**config.mk**
```make
export PLATFORM = sky130hd
export DESIGN_NAME = opkey_pulse_flat
export DESIGN_NICKNAME = d
export VERILOG_FILES = /design/src/rtl/opkey_pulse_pkg.sv /design/src/rtl/opkey_pulse_if.sv /design/src/rtl/opkey_pulse_key_debounce.sv /design/src/rtl/opkey_pulse.sv /design/src/flat_wrapper.sv
export SDC_FILE = /design/constraint.sdc
export NUM_CORES = 1
export LEC_CHECK = 0
export BUFFER_PORTS_ARGS = -buffer_cell sky130_fd_sc_hd__buf_2
export CAP_MARGIN = 20
export CORE_MARGIN = 8
export CORE_UTILIZATION = 55
export CTS_CLUSTER_DIAMETER = 150
export DETAILED_ROUTE_END_ITERATION = 6
export PLACE_DENSITY_LB_ADDON = 0.05
export SLEW_MARGIN = 20
export SYNTH_ARGS = -nofsm -noshare
export SYNTH_HDL_FRONTEND = slang
export SYNTH_SLANG_ARGS = --single-unit
```
**constraint.sdc**
```tcl
create_clock -name clock -period 1.7 [get_ports clock]
set_input_delay 0.34 -clock clock [delete_from_list [all_inputs] [get_ports clock]]
set_output_delay 0.34 -clock clock [all_outputs]
set_load 0.01 [all_outputs]
```
**src/rtl/opkey_pulse_pkg.sv**
```systemverilog
// Shared constants for the operator-key front end: key indices and the
// default debounce settings used by both the top level and the bench.
package opkey_pulse_pkg;

   localparam int NUM_KEYS       = 3;
   localparam int KEY_RUN        = 0;
   localparam int KEY_STEP_INST  = 1;
   localparam int KEY_STEP_PHASE = 2;

   localparam int DB_COUNT_DEFAULT = 20000;
   localparam int DB_WIDTH_DEFAULT = 16;

endpackage : opkey_pulse_pkg

```
**src/rtl/opkey_pulse_if.sv**
```systemverilog
// Operator-key bundle: raw active-low buttons in, request pulses and LED levels out.
// Pulses are single-cycle strobes with no ready/backpressure: the phase generator
// must act on run/step_inst/step_phase in the cycle they are high, at most one at a time.
interface opkey_pulse_if;
   logic       key_run_n;
   logic       key_step_inst_n;
   logic       key_step_phase_n;
   logic       run;
   logic       step_inst;
   logic       step_phase;
   logic [2:0] key_level;

   modport master (
      output key_run_n, key_step_inst_n, key_step_phase_n,
      input  run, step_inst, step_phase, key_level
   );

   modport slave (
      input  key_run_n, key_step_inst_n, key_step_phase_n,
      output run, step_inst, step_phase, key_level
   );
endinterface : opkey_pulse_if

```
**src/rtl/opkey_pulse_key_debounce.sv**
```systemverilog
// One key: two-flop synchroniser, debounce counter and debounced level.
// press is a combinational strobe, high in the cycle before stable rises.
module key_debounce #(
   parameter int DB_COUNT = 20000,
   parameter int DB_WIDTH = 16
) (
   input  logic clock,
   input  logic reset,
   input  logic key_n,
   output logic press,
   output logic level
);

   localparam logic [DB_WIDTH-1:0] CNT_MAX = DB_WIDTH'(DB_COUNT - 1);

   logic                sync1_q, sync1_d;
   logic                sync2_q, sync2_d;
   logic                stable_q, stable_d;
   logic [DB_WIDTH-1:0] cnt_q, cnt_d;

   always_comb begin
      sync1_d  = ~key_n;
      sync2_d  = sync1_q;
      stable_d = stable_q;
      cnt_d    = '0;
      press    = 1'b0;
      // Any cycle agreeing with stable restarts the count, so short glitches vanish.
      if (sync2_q != stable_q) begin
         if (cnt_q == CNT_MAX) begin
            stable_d = sync2_q;
            press    = sync2_q;
         end else begin
            cnt_d = cnt_q + 1'b1;
         end
      end
   end

   always_ff @(posedge clock or negedge reset) begin
      if (!reset) begin
         sync1_q  <= 1'b0;
         sync2_q  <= 1'b0;
         stable_q <= 1'b0;
         cnt_q    <= '0;
      end else begin
         sync1_q  <= sync1_d;
         sync2_q  <= sync2_d;
         stable_q <= stable_d;
         cnt_q    <= cnt_d;
      end
   end

   assign level = stable_q;

endmodule : key_debounce

```
**src/rtl/opkey_pulse.sv**
```systemverilog
// Operator-key front end: three debounced keys feeding a fixed-priority
// arbiter (run > step_inst > step_phase) with registered one-hot pulses.
module opkey_pulse
   import opkey_pulse_pkg::*;
#(
   parameter int DB_COUNT = DB_COUNT_DEFAULT,
   parameter int DB_WIDTH = DB_WIDTH_DEFAULT
) (
   input  logic         clock,
   input  logic         reset,
   opkey_pulse_if.slave bus
);

   logic [NUM_KEYS-1:0] press;
   logic [NUM_KEYS-1:0] level;
   logic [NUM_KEYS-1:0] key_n;
   logic [NUM_KEYS-1:0] pulse_q, pulse_d;

   assign key_n[KEY_RUN]        = bus.key_run_n;
   assign key_n[KEY_STEP_INST]  = bus.key_step_inst_n;
   assign key_n[KEY_STEP_PHASE] = bus.key_step_phase_n;

   for (genvar k = 0; k < NUM_KEYS; k++) begin : g_key
      key_debounce #(
         .DB_COUNT (DB_COUNT),
         .DB_WIDTH (DB_WIDTH)
      ) u_key_debounce (
         .clock (clock),
         .reset (reset),
         .key_n (key_n[k]),
         .press (press[k]),
         .level (level[k])
      );
   end

   // Losing presses are dropped: their stable level still updates inside the debouncer.
   always_comb begin
      pulse_d = '0;
      if (press[KEY_RUN]) begin
         pulse_d[KEY_RUN] = 1'b1;
      end else if (press[KEY_STEP_INST]) begin
         pulse_d[KEY_STEP_INST] = 1'b1;
      end else if (press[KEY_STEP_PHASE]) begin
         pulse_d[KEY_STEP_PHASE] = 1'b1;
      end
   end

   always_ff @(posedge clock or negedge reset) begin
      if (!reset) begin
         pulse_q <= '0;
      end else begin
         pulse_q <= pulse_d;
      end
   end

   assign bus.run        = pulse_q[KEY_RUN];
   assign bus.step_inst  = pulse_q[KEY_STEP_INST];
   assign bus.step_phase = pulse_q[KEY_STEP_PHASE];
   assign bus.key_level  = level;

endmodule : opkey_pulse

```
**src/flat_wrapper.sv**
```systemverilog
// flat-port wrapper written by rule: the top's interface ports become plain ports
module opkey_pulse_flat import opkey_pulse_pkg::*;
#(
   parameter int DB_COUNT = DB_COUNT_DEFAULT,
   parameter int DB_WIDTH = DB_WIDTH_DEFAULT
)
  (clock, reset, bus_key_run_n, bus_key_step_inst_n, bus_key_step_phase_n, bus_run, bus_step_inst, bus_step_phase, bus_key_level);
  opkey_pulse_if bus_i ();
  input  logic clock;
  input  logic reset;
  input wire logic [$bits(bus_i.key_run_n)-1:0] bus_key_run_n;
  input wire logic [$bits(bus_i.key_step_inst_n)-1:0] bus_key_step_inst_n;
  input wire logic [$bits(bus_i.key_step_phase_n)-1:0] bus_key_step_phase_n;
  output wire logic [$bits(bus_i.run)-1:0] bus_run;
  output wire logic [$bits(bus_i.step_inst)-1:0] bus_step_inst;
  output wire logic [$bits(bus_i.step_phase)-1:0] bus_step_phase;
  output wire logic [$bits(bus_i.key_level)-1:0] bus_key_level;
  assign bus_i.key_run_n = bus_key_run_n;
  assign bus_i.key_step_inst_n = bus_key_step_inst_n;
  assign bus_i.key_step_phase_n = bus_key_step_phase_n;
  assign bus_run = bus_i.run;
  assign bus_step_inst = bus_i.step_inst;
  assign bus_step_phase = bus_i.step_phase;
  assign bus_key_level = bus_i.key_level;
  opkey_pulse #(.DB_COUNT(DB_COUNT), .DB_WIDTH(DB_WIDTH)) u_core (.clock(clock), .reset(reset), .bus(bus_i));
endmodule
```
* Yosys cells after proc, flatten, opt, wreduce, memory -nomap -nowiden
Cells that the tools add are included.
W data, S select, Z words.
** Word-level totals
- Register bits after elaboration :: 60
- Input bits :: 5
- Word-level logic and storage cells :: 45
** Operators by class
- Add/subtract/negate cells :: 3
- Eq/ne operators :: 6
- Multiplexer cells :: 17
- Bitwise operators :: 3
- Reductions and logical operators :: 3
** Operators by type and width (count)
- $mux W16 :: 6
- $add A16 B1 Y16 const B :: 3
- $eq A16 B15 Y1 const B :: 3
- $mux W1 :: 10
- $reduce_and A2 Y1 :: 3
- $ne A1 B1 Y1 :: 3
- $not A1 Y1 :: 3
- $mux W2 :: 1

* Depth between registers and ports, before layout
Gate-level depths: netlist (run 1).
- Word-level depth :: 6
- Gate-level depth with buffers :: 7

* Hierarchy
From an unflattened synthesis (run 1), not the netlist that was laid out.
** Unflattened totals
- Cells, all modules :: 269
- Area, all modules :: 2991.6 sq um
** Modules (own cells, without submodules)
- key_debounce :: times used 3, cells each 88, area each 965.9 sq um, sequential area each 475.5 sq um
- opkey_pulse :: times used 1, cells each 5, area each 93.8 sq um, sequential area each 75.1 sq um

* Worst setup path after synthesis (run 1)
OpenSTA, ideal clock, no wires.
- Kind :: register to register
- Start point :: reg u_core.g_key[2].u_key_debounce.cnt_q[7]
- End point :: reg u_core.g_key[2].u_key_debounce.cnt_q[7]
- Setup time :: 0.119 ns
- Arrival :: 1.649 ns
- Data required time :: 1.581 ns
- Slack :: -0.068 ns
- Stages on the path, launching flop included :: 7
- Path buffers :: 2
- Period minus slack after synthesis :: 1.768 ns
- Cells stage by stage :: dfrtp_1 or4b_4 nor4_4 or2_1 buf_6 buf_12 nor2_2
** On the way
- Longest elaborated chain between the ends :: 3
- Elaborated cells between the ends (all ways) :: 4
- Classes of those cells :: add/sub: 1; eq/ne: 1; mux: 2
** Ends and longest elaborated chain
- start, declared :: RTL line opkey_pulse_key_debounce.sv:19 : logic [DB_WIDTH-1:0] cnt_q, cnt_d;
- start signal, assigned :: RTL line opkey_pulse_key_debounce.sv:48 : cnt_q <= cnt_d;
- $add A16 B1 Y16 or $eq A16 B15 Y1 (tied branches) :: RTL line opkey_pulse_key_debounce.sv:33, opkey_pulse_key_debounce.sv:29
- $mux W16 (*) :: RTL line opkey_pulse_key_debounce.sv:29 : if (cnt_q == CNT_MAX) begin
- $mux W16 (*) :: RTL line opkey_pulse_key_debounce.sv:28 : if (sync2_q != stable_q) begin
- net u_core.g_key[2].u_key_debounce.cnt_d[7] :: RTL line opkey_pulse_key_debounce.sv:19
Mark *: on every way through the listed nets, which the timed path passes. The rest lies on a longest branch.
A chain may end at the register's enable or synchronous reset.

* Worst setup path after layout (run 1)
- Start point :: reg u_core.g_key[2].u_key_debounce.cnt_q[5]
- End point :: reg u_core.g_key[2].u_key_debounce.cnt_q[11]
The elaborated chain is that of the path after synthesis.

==> report_table.html, run 1 <==
<table>
<tr><th>Metric</th><th>Value</th></tr>
<tr><th colspan="2">Timing</th></tr>
<tr><td>Final worst path period share</td><td>100.5%</td></tr>
<tr><td>Worst slew margin</td><td>72.27%</td></tr>
<tr><td>Total negative slack</td><td>-0.03097 ns</td></tr>
<tr><td>Worst setup margin</td><td>-0.008697 ns</td></tr>
<tr><td>Setup violations, final</td><td>6</td></tr>
<tr><td>Max-slew violation total from the final report</td><td>0</td></tr>
<tr><td>Min Clock Period, post-route</td><td>around 1.7 ns</td></tr>
<tr><td>Worst-Margin Slew</td><td>approximately 0.41 ns</td></tr>
<tr><td>Final hold violation count</td><td>0</td></tr>
<tr><td>Worst setup skew after layout</td><td>~0.0055 ns</td></tr>
<tr><td>Achievable frequency</td><td>0.5852 GHz</td></tr>
<tr><td>Unrepaired setup endpoints after global routing</td><td>true</td></tr>
<tr><th colspan="2">Power</th></tr>
<tr><td>Internal</td><td>approximately 2400 uW</td></tr>
<tr><td>Leakage Power</td><td>~0.0015 uW</td></tr>
<tr><td>Part of the total power dissipated in combinational logic</td><td>under 10%</td></tr>
<tr><td>Sequential group share of total power</td><td>49.2%</td></tr>
<tr><td>Areal power density over the cells</td><td>between 800 and 900 mW/mm^2</td></tr>
<tr><td>Clock network fraction of design power</td><td>between 40% and 50%</td></tr>
<tr><td>Net switching power</td><td>about 630 uW</td></tr>
<tr><td>Switching Share</td><td>between 20% and 30%</td></tr>
<tr><td>Maximum VDD drop</td><td>around 0.00062 V</td></tr>
<tr><th colspan="2">GRT</th></tr>
<tr><td>GRT Util Overall</td><td>15.78%</td></tr>
<tr><td>Vias in the first global route</td><td>2,095</td></tr>
<tr><td>Initial antenna violation count</td><td>0</td></tr>
<tr><td>Largest net degree at the start of global routing</td><td>61</td></tr>
<tr><td>Global-route wire length before repair</td><td>around 9500 microns</td></tr>
<tr><td>Overflow left after global routing</td><td>0</td></tr>
<tr><th colspan="2">Die</th></tr>
<tr><td>Die span in x</td><td>about 88 microns</td></tr>
<tr><td>Number of placement rows</td><td>26</td></tr>
<tr><td>Die Span Y</td><td>88.46 microns</td></tr>
<tr><td>Initial core utilization</td><td>between 50% and 60%</td></tr>
<tr><td>Die ar.</td><td>between 0.007 and 0.008 sq mm</td></tr>
<tr><td>Area of the core</td><td>about 0.0051 sq mm</td></tr>
<tr><td>Count of pins on the block boundary</td><td>11</td></tr>
<tr><th colspan="2">Status</th></tr>
<tr><td>Violated checks</td><td>setup timing</td></tr>
<tr><td>Status</td><td>finished with violations</td></tr>
<tr><th colspan="2">Drt</th></tr>
<tr><td>Routed Wire Length</td><td>~5400 microns</td></tr>
<tr><td>Number of remaining DRC errors</td><td>0</td></tr>
<tr><td>Number of design-rule violations left by the first detailed-router iteration</td><td>128</td></tr>
<tr><td>Average wire per standard cell</td><td>13.74 microns</td></tr>
<tr><td>Routed Antenna Nets</td><td>0</td></tr>
<tr><td>Via count normalized by instance count</td><td>about 5.3</td></tr>
<tr><td>First-pass detailed-route iteration total</td><td>5</td></tr>
<tr><td>Total number of vias</td><td>between 2,000 and 2,500</td></tr>
<tr><th colspan="2">Logic synthesis</th></tr>
<tr><td>Post-synth ARST share</td><td>100.0%</td></tr>
<tr><td>Mux share of post-synthesis cell area</td><td>1.560%</td></tr>
<tr><td>Count of warnings emitted by yosys</td><td>0</td></tr>
<tr><td>Net count of the mapped netlist</td><td>about 290</td></tr>
<tr><td>Share of synthesized cell area in and, or, nand and nor gates</td><td>~28%</td></tr>
<tr><td>Post-Syn Area per Cell</td><td>10.35 sq um</td></tr>
<tr><td>EDFF count, synth</td><td>0</td></tr>
<tr><td>Xor and xnor fraction of the mapped netlist area</td><td>between 10% and 20%</td></tr>
<tr><td>Flip-flop cell with the highest count after synthesis</td><td>sky130_fd_sc_hd__dfrtp_1</td></tr>
<tr><td>Number of distinct standard cells referenced by the synthesized netlist</td><td>32</td></tr>
<tr><td>Largest family of logic cells by synthesized area</td><td>simple AND/OR/NAND/NOR gates</td></tr>
<tr><td>Fraction of the mapped netlist area in compound gates</td><td>less than 1%</td></tr>
<tr><td>Netlist Area Pre-Place</td><td>roughly 0.0029 sq mm</td></tr>
<tr><td>Register area share after synthesis</td><td>between 50% and 60%</td></tr>
<tr><td>Register bit total from synthesis</td><td>60</td></tr>
<tr><td>Adder and majority cell fraction of the synthesized area</td><td>1.300%</td></tr>
<tr><td>Synthesized instance count</td><td>approximately 280</td></tr>
<tr><th colspan="2">Finish</th></tr>
<tr><td>Final net count</td><td>323</td></tr>
<tr><td>Total inserted antenna cells</td><td>0</td></tr>
<tr><td>Post-route standard cell area excluding fillers</td><td>0.003471 sq mm</td></tr>
<tr><td>Ratio of cells with drive above 1 in the final layout</td><td>24.69%</td></tr>
<tr><td>Cell Count, Final, Fillers Out</td><td>390</td></tr>
<tr><td>Synthesis-to-layout area growth</td><td>20.19%</td></tr>
<tr><td>Final core utilization</td><td>between 60% and 70%</td></tr>
<tr><th colspan="2">Clocking</th></tr>
<tr><td>Num Clock Sinks</td><td>60</td></tr>
<tr><td>Clk pin slew, worst setup/hold paths</td><td>0.07 ns</td></tr>
<tr><td>H-tree depth</td><td>3</td></tr>
<tr><td>Number of clock buffers inserted by TritonCTS</td><td>9</td></tr>
<tr><td>Number of hold-repair buffers added at the cts stage</td><td>0</td></tr>
<tr><td>Clock tree root buffer cell</td><td>sky130_fd_sc_hd__clkbuf_8</td></tr>
<tr><td>Longest Clk Path Bufs</td><td>2</td></tr>
<tr><td>TritonCTS clock tree</td><td>yes</td></tr>
<tr><td>Worst skew pair latency</td><td>0.33 ns</td></tr>
<tr><th colspan="2">Placed design</th></tr>
<tr><td>Cell count after placement</td><td>roughly 370</td></tr>
<tr><td>GP Congestion</td><td>approximately 0.89</td></tr>
<tr><td>Area after detailed placement</td><td>between 0.003 and 0.004 sq mm</td></tr>
<tr><td>IO buf count</td><td>10</td></tr>
<tr><td>HPWL after detailed placement</td><td>3572 microns</td></tr>
<tr><th colspan="2">Setup path</th></tr>
<tr><td>CP endpoint kind</td><td>register</td></tr>
<tr><td>Type of element launching the critical path</td><td>register</td></tr>
<tr><td>Largest stage delay, worst path</td><td>just under 0.6 ns</td></tr>
<tr><td>Series of cell instances along the critical path</td><td>or4b_4 -&gt; nor4_4 -&gt; or2_4 -&gt; clkbuf_16 -&gt; nor2_2</td></tr>
<tr><td>Critical Path Slowest Stage Cell</td><td>sky130_fd_sc_hd__or4b_4</td></tr>
<tr><td>Arrival time reported for the critical path endpoint</td><td>about 1.9 ns</td></tr>
<tr><td>Crit Path Class</td><td>reg2reg</td></tr>
<tr><td>CP Max Fanout</td><td>7</td></tr>
<tr><td>Depth of the worst register-to-register path</td><td>5</td></tr>
<tr><td>Required time of the worst setup path</td><td>approximately 1.9 ns</td></tr>
<tr><th colspan="2">Flow run</th></tr>
<tr><td># Max-Cap Violations</td><td>0</td></tr>
<tr><th colspan="2">Hold path</th></tr>
<tr><td>Kind of path behind the tightest hold check</td><td>in2async</td></tr>
</table>
[kinds of logic after synthesis]
kind of cell | Yosys count
and+or+nand+nor | 148
buffers and inverters | 19
AOI/OAI and AO/OA | 1
adders and majority gates | 3
DFF | 60
muxes | 4
xor gates and xnor gates | 44
[flip-flops by register name (all words and copies together) (netlist names)]
register and flops:
u_core.g_key.u_key_debounce.cnt_q 48, u_core.g_key.u_key_debounce.level 3, u_core.g_key.u_key_debounce.sync1_q 3, u_core.g_key.u_key_debounce.sync2_q 3, u_core.pulse_q 3
[cell usage in the layout, fill, tap and decap left out, drive strengths merged, types with 6 or more instances in the layout]
master  Yosys  routed
buf         7      35
nor3        9       9
xor2       13      13
clkbuf      4      12
nand4      19      19
nand3      15      15
nor4       16      16
inv         8       8
xnor2      31      31
nor2       55      55
and4        6       6
dfrtp      60      60
nand2      14      14
[through the flow]
step	worst slack, ns	hold slack [ns]	total power, uW
2_1_floorplan	-0.06781	0.04441	1560
3_3_place_gp	-0.02318	0.3338	1620
3_5_place_dp	-0.05178	0.3357	1623
4_1_cts	0.01005	0.004668	3021
5_1_grt	-0.07218	0.007647	3110
6_report	-0.008697	0.001322	2996
[synth_stat cells (2+ instances only)]
cell,count,area (sq um)
sky130_fd_sc_hd__nor4_1,15,93.84
sky130_fd_sc_hd__xor2_1,13,113.9
sky130_fd_sc_hd__nor3b_1,2,15.01
sky130_fd_sc_hd__inv_1,8,30.03
sky130_fd_sc_hd__xnor2_1,31,271.5
sky130_fd_sc_hd__buf_4,3,22.52
sky130_fd_sc_hd__nand4_1,19,118.9
sky130_fd_sc_hd__nor4b_1,2,17.52
sky130_fd_sc_hd__clkbuf_1,4,15.01
sky130_fd_sc_hd__nand2b_1,2,12.51
sky130_fd_sc_hd__dfrtp_1,60,1501
sky130_fd_sc_hd__nor2_2,10,62.56
sky130_fd_sc_hd__buf_2,2,10.01
sky130_fd_sc_hd__ha_1,3,37.54
sky130_fd_sc_hd__nand2_1,14,52.55
sky130_fd_sc_hd__nand3_1,15,75.07
sky130_fd_sc_hd__nor2_1,45,168.9
sky130_fd_sc_hd__nor3_1,9,45.04
sky130_fd_sc_hd__and4_1,6,52.55
sky130_fd_sc_hd__mux2_2,4,45.04
[power by group through the flow]
stage | logic (uW) | registers (uW) | clock network, uW
2_1_floorplan | 63.1 | 1500 | 0
3_3_place_gp | 122 | 1500 | 0
3_5_place_dp | 124 | 1500 | 0
4_1_cts | 125 | 1470 | 1420
5_1_grt | 154 | 1480 | 1480
6_report | 134 | 1470 | 1390
[layer usage]
layer	track usage (%)	share of wire, %	vias up
li1	-	-	1034
met1	20.68	49	976
met2	23.69	45	33
met3	4.457	4.4	7
met4	6.912	1.3	0
met5	0	0	-
[final timing paths]
check	slack (ns)	end	startpoint
hold reg to reg	0.35	u_core.g_key[2].u_key_debounce.sync2_q$_DFF_PN0_	u_core.g_key[2].u_key_debounce.sync1_q$_DFF_PN0_
max in group asynchronous	1.44	u_core.g_key[2].u_key_debounce.cnt_q[8]$_DFF_PN0_	reset
min in group clock	0.14	u_core.g_key[1].u_key_debounce.sync1_q$_DFF_PN0_	bus_key_step_inst_n
setup / recovery	-0.009	u_core.g_key[2].u_key_debounce.cnt_q[11]$_DFF_PN0_	u_core.g_key[2].u_key_debounce.cnt_q[5]$_DFF_PN0_
hold / removal	0.001	u_core.g_key[1].u_key_debounce.level$_DFFE_PN0P_	reset
setup reg to reg	-0.009	u_core.g_key[2].u_key_debounce.cnt_q[11]$_DFF_PN0_	u_core.g_key[2].u_key_debounce.cnt_q[5]$_DFF_PN0_
[worst max-delay path, delay by kind of cell (launching register included)]
kind          cells  cell delay (ns)
simple gates      4             1.06
flops             1             0.38
buf+inv           1             0.16
[repair_timing]
action / CTS / global route
gates resized for setup: 6 / 8
buffers inserted: 0 / 1
cloned: 0 / 1
pin swaps: 5 / 3
endpoints found under the setup margin: 17 / 46
[cell type report]
type                            count  area [sq um]
Fill cell                         394          1604
Sequential cell                    60          1501
Multi-Input combinational cell    200          1335
Timing Repair Buffer               36         300.3
Clock buffer                       11         141.4
Tap cell                           70         87.58
Clock inverter                      5         75.07
Inverter                            8         30.03
No activity file was read; power rests on OpenSTA's default activity.
==> run 2, diff against run 1 <==
Settings changed: BUFFER_PORTS_ARGS -buffer_cell sky130_fd_sc_hd__buf_2 to -buffer_cell sky130_fd_sc_hd__clkbuf_2, SETUP_SLACK_MARGIN set to 0.15.
==> run 2 against run 1 <==
Net effect: the flow now finishes without violations; global-route usage down 0.065 points; cell count fell by 0.26%; critical endpoint is now u_core.g_key[2].u_key_debounce.cnt_q[3]$_DFF_PN0_; die area stayed put; setup slack improved by 0.054 ns; sequential power is essentially flat; largest power group unchanged; total power down 8.8%.
==> report_table.html, run 2 (synthesis gave the netlist of run 1 again) <==
<table>
<tr><th>Metric</th><th>Value</th></tr>
<tr><th colspan="2">Drt</th></tr>
<tr><td>Number of remaining DRC errors</td><td>0 (unchanged)</td></tr>
<tr><td>Via count normalized by instance count</td><td>5.455 (+3.8%)</td></tr>
<tr><td>Total number of vias</td><td>2,122 (+3.5%)</td></tr>
<tr><td>Routed Wire Length</td><td>5603 microns (+4.6%)</td></tr>
<tr><td>Routed Antenna Nets</td><td>0 (unchanged)</td></tr>
<tr><td>First-pass detailed-route iteration total</td><td>4 (-1)</td></tr>
<tr><td>Average wire per standard cell</td><td>14.40 microns (+4.9%)</td></tr>
<tr><td>Number of design-rule violations left by the first detailed-router iteration</td><td>105 (-18%)</td></tr>
<tr><th colspan="2">Die</th></tr>
<tr><td>Area of the core</td><td>0.005075 sq mm (unchanged)</td></tr>
<tr><td>Initial core utilization</td><td>56.90% (unchanged)</td></tr>
<tr><td>Count of pins on the block boundary</td><td>11 (unchanged)</td></tr>
<tr><td>Die span in x</td><td>88.46 microns (unchanged)</td></tr>
<tr><td>Die ar.</td><td>0.007825 sq mm (unchanged)</td></tr>
<tr><td>Die Span Y</td><td>88.46 microns (unchanged)</td></tr>
<tr><td>Number of placement rows</td><td>26 (unchanged)</td></tr>
<tr><th colspan="2">Clocking</th></tr>
<tr><td>Longest Clk Path Bufs</td><td>2 (unchanged)</td></tr>
<tr><td>Number of clock buffers inserted by TritonCTS</td><td>9 (unchanged)</td></tr>
<tr><td>Clk pin slew, worst setup/hold paths</td><td>0.06 ns (about the same)</td></tr>
<tr><td>Number of hold-repair buffers added at the cts stage</td><td>0 (unchanged)</td></tr>
<tr><td>Clock tree root buffer cell</td><td>sky130_fd_sc_hd__clkbuf_8</td></tr>
<tr><td>Worst skew pair latency</td><td>0.33 ns (about the same)</td></tr>
<tr><td>TritonCTS clock tree</td><td>yes</td></tr>
<tr><td>Num Clock Sinks</td><td>60 (unchanged)</td></tr>
<tr><td>H-tree depth</td><td>3 (unchanged)</td></tr>
<tr><th colspan="2">Hold path</th></tr>
<tr><td>Kind of path behind the tightest hold check</td><td>in2async</td></tr>
<tr><th colspan="2">Flow run</th></tr>
<tr><td># Max-Cap Violations</td><td>0 (unchanged)</td></tr>
<tr><th colspan="2">Setup path</th></tr>
<tr><td>Largest stage delay, worst path</td><td>0.57 ns (about the same)</td></tr>
<tr><td>Critical path's top delay family</td><td>simple AND/OR/NAND/NOR gates</td></tr>
<tr><td>Critical Path Slowest Stage Cell</td><td>sky130_fd_sc_hd__or4b_4</td></tr>
<tr><td>Arrival time reported for the critical path endpoint</td><td>1.87 ns (-0.06 ns)</td></tr>
<tr><td>Required time of the worst setup path</td><td>1.91 ns (about the same)</td></tr>
<tr><td>Type of element launching the critical path</td><td>register</td></tr>
<tr><td>Series of cell instances along the critical path</td><td>or4b_4 -&gt; nor4_4 -&gt; or2_1 -&gt; buf_6 -&gt; nor2_1</td></tr>
<tr><td>CP endpoint kind</td><td>register</td></tr>
<tr><td>Crit path buf inv count</td><td>1 (unchanged)</td></tr>
<tr><td>CP Max Fanout</td><td>7 (unchanged)</td></tr>
<tr><td>Crit Path Class</td><td>reg2reg</td></tr>
<tr><th colspan="2">Placed design</th></tr>
<tr><td>Setup slack at placement</td><td>-0.05316 ns (-0.001380 ns)</td></tr>
<tr><td>Area after detailed placement</td><td>0.003122 sq mm (-1.4%)</td></tr>
<tr><td>IO buf count</td><td>10 (unchanged)</td></tr>
<tr><td>HPWL after detailed placement</td><td>3547 microns (-0.69%)</td></tr>
<tr><td>GP Congestion</td><td>0.8305 (-6.8%)</td></tr>
<tr><th colspan="2">Finish</th></tr>
<tr><td>Largest reg by FF count</td><td>u_core.g_key.u_key_debounce.cnt_q</td></tr>
<tr><td>Most frequent cells in the layout</td><td>59 x sky130_fd_sc_hd__dfrtp_1, 41 x sky130_fd_sc_hd__nor2_1, 31 x sky130_fd_sc_hd__xnor2_1</td></tr>
<tr><td>Most frequent standard cell in the layout excluding fill and tap cells</td><td>sky130_fd_sc_hd__dfrtp_1</td></tr>
<tr><td>Filler Cells Inserted</td><td>396 (+0.51%)</td></tr>
<tr><td>Max reg flops</td><td>48 (unchanged)</td></tr>
<tr><td>Synthesis-to-layout area growth</td><td>21.23%</td></tr>
<tr><td>Total inserted antenna cells</td><td>0 (unchanged)</td></tr>
<tr><td>Final net count</td><td>323 (unchanged)</td></tr>
<tr><td>Post-route standard cell area excluding fillers</td><td>0.003501 sq mm (+0.87%)</td></tr>
<tr><td>Ratio of cells with drive above 1 in the final layout</td><td>29.15% (+4.5 points)</td></tr>
<tr><td>Final core utilization</td><td>68.98% (+0.59 points)</td></tr>
<tr><th colspan="2">GRT</th></tr>
<tr><td>Global-route wire length before repair</td><td>9439 microns (-0.93%)</td></tr>
<tr><td>Largest net degree at the start of global routing</td><td>61 (unchanged)</td></tr>
<tr><td>Overflow left after global routing</td><td>0 (unchanged)</td></tr>
<tr><td>GRT Util Overall</td><td>15.72% (-0.065 points)</td></tr>
<tr><td>Vias in the first global route</td><td>2,062 (-1.6%)</td></tr>
<tr><td>Initial antenna violation count</td><td>0 (unchanged)</td></tr>
<tr><th colspan="2">Timing</th></tr>
<tr><td>Max-slew violation total from the final report</td><td>0 (unchanged)</td></tr>
<tr><td>Min Clock Period, post-route</td><td>1.654 ns (-0.05442 ns)</td></tr>
<tr><td>Final worst path period share</td><td>97.31% (-3.2 points)</td></tr>
<tr><td>Worst slew margin</td><td>77.44% (+5.2 points)</td></tr>
<tr><td>Unrepaired setup endpoints after global routing</td><td>true</td></tr>
<tr><td>Final hold violation count</td><td>0 (unchanged)</td></tr>
<tr><td>Worst setup skew after layout</td><td>0.005975 ns (+0.0004521 ns)</td></tr>
<tr><td>Total negative slack</td><td>0 ns (+0.03097 ns)</td></tr>
<tr><td>Setup violations, final</td><td>0 (-6)</td></tr>
<tr><td>Worst setup margin</td><td>0.04572 ns (+0.05442 ns)</td></tr>
<tr><td>Worst-Margin Slew</td><td>0.3360 ns (-0.07620 ns)</td></tr>
<tr><td>Achievable frequency</td><td>0.6045 GHz (+3.3%)</td></tr>
<tr><th colspan="2">Status</th></tr>
<tr><td>Status</td><td>finished, final reports clean</td></tr>
<tr><th colspan="2">Power</th></tr>
<tr><td>Maximum VDD drop</td><td>0.0004527 V (-26%)</td></tr>
<tr><td>Areal power density over the cells</td><td>780.2 mW/mm^2 (-9.6%)</td></tr>
<tr><td>Leakage Power</td><td>0.001437 uW (-3.1%)</td></tr>
</table>
-- run 2: cell count changes in the layout (fill, tap and decap cells not counted), sizes merged --
cell	delta
buf	-10
bufinv	-2
clkbuf	+11
or2	+1
clkinv	-1
-- run 2: final timing paths --
kind / cells past startpoint / end / slack, ns / startpoint
min reg2reg: 0 / u_core.g_key[0].u_key_debounce.sync2_q$_DFF_PN0_ / 0.35 / u_core.g_key[0].u_key_debounce.sync1_q$_DFF_PN0_
min: 2 / u_core.g_key[1].u_key_debounce.cnt_q[15]$_DFF_PN0_ / 0.01 / reset
max in group asynchronous: 2 / u_core.g_key[0].u_key_debounce.sync1_q$_DFF_PN0_ / 1.42 / reset
max: 5 / u_core.g_key[2].u_key_debounce.cnt_q[3]$_DFF_PN0_ / 0.05 / u_core.g_key[2].u_key_debounce.cnt_q[5]$_DFF_PN0_
max reg2reg: 5 / u_core.g_key[2].u_key_debounce.cnt_q[3]$_DFF_PN0_ / 0.05 / u_core.g_key[2].u_key_debounce.cnt_q[5]$_DFF_PN0_
min in group clock: 2 / u_core.g_key[2].u_key_debounce.sync1_q$_DFF_PN0_ / 0.15 / bus_key_step_phase_n
-- run 2: routing by layer --
| metal | vias up | global-route usage (%) | routed length (microns) |
|---|---|---|---|
| li1 | 1034 | - | - |
| met1 | 1036 | 20.14 | 2615 |
| met2 | 42 | 23.42 | 2676 |
| met3 | 10 | 5.107 | 210 |
| met4 | 0 | 7.527 | 102 |
| met5 | - | 0 | 0 |
-- run 2: final cells by class --
| class | count | area, sq um | share of cell area (%) |
|---|---|---|---|
| Sequential cell | 60 | 1503 | 42.92 |
| Timing Repair Buffer | 35 | 261.5 | 7.470 |
| Inverter | 8 | 30.03 | 0.8578 |
| Clock inverter | 2 | 10.01 | 0.2859 |
| Clock buffer | 13 | 158.9 | 4.539 |
| Multi-Input combinational cell | 201 | 1450 | 41.42 |
| Tap cell | 70 | 87.58 | 2.502 |
-- run 2: what timing repair did --
item / in CTS / in global routing
setup endpoints to repair: 21 / 50
resized for setup: 12 / 26
cloned: 0 / 1
buffers inserted: 0 / 4
pin swaps: 16 / 11
-- run 2: through the flow --
step	total power (uW)	instances	hold WS, ns
after floorplan	1565	279	0.04441
after global placement	1614	369	0.3322
after detailed placement	1617	369	0.3347
after CTS	2745	384	0.01119
after global routing	2854	389	0.03663
final	2731	389	0.01222
-- run 2: power by group --
part           total (uW)  internal (uW)  switching (uW)
logic                 137           58.7            78.8
registers            1480           1450            26.4
clock network        1110            597             518
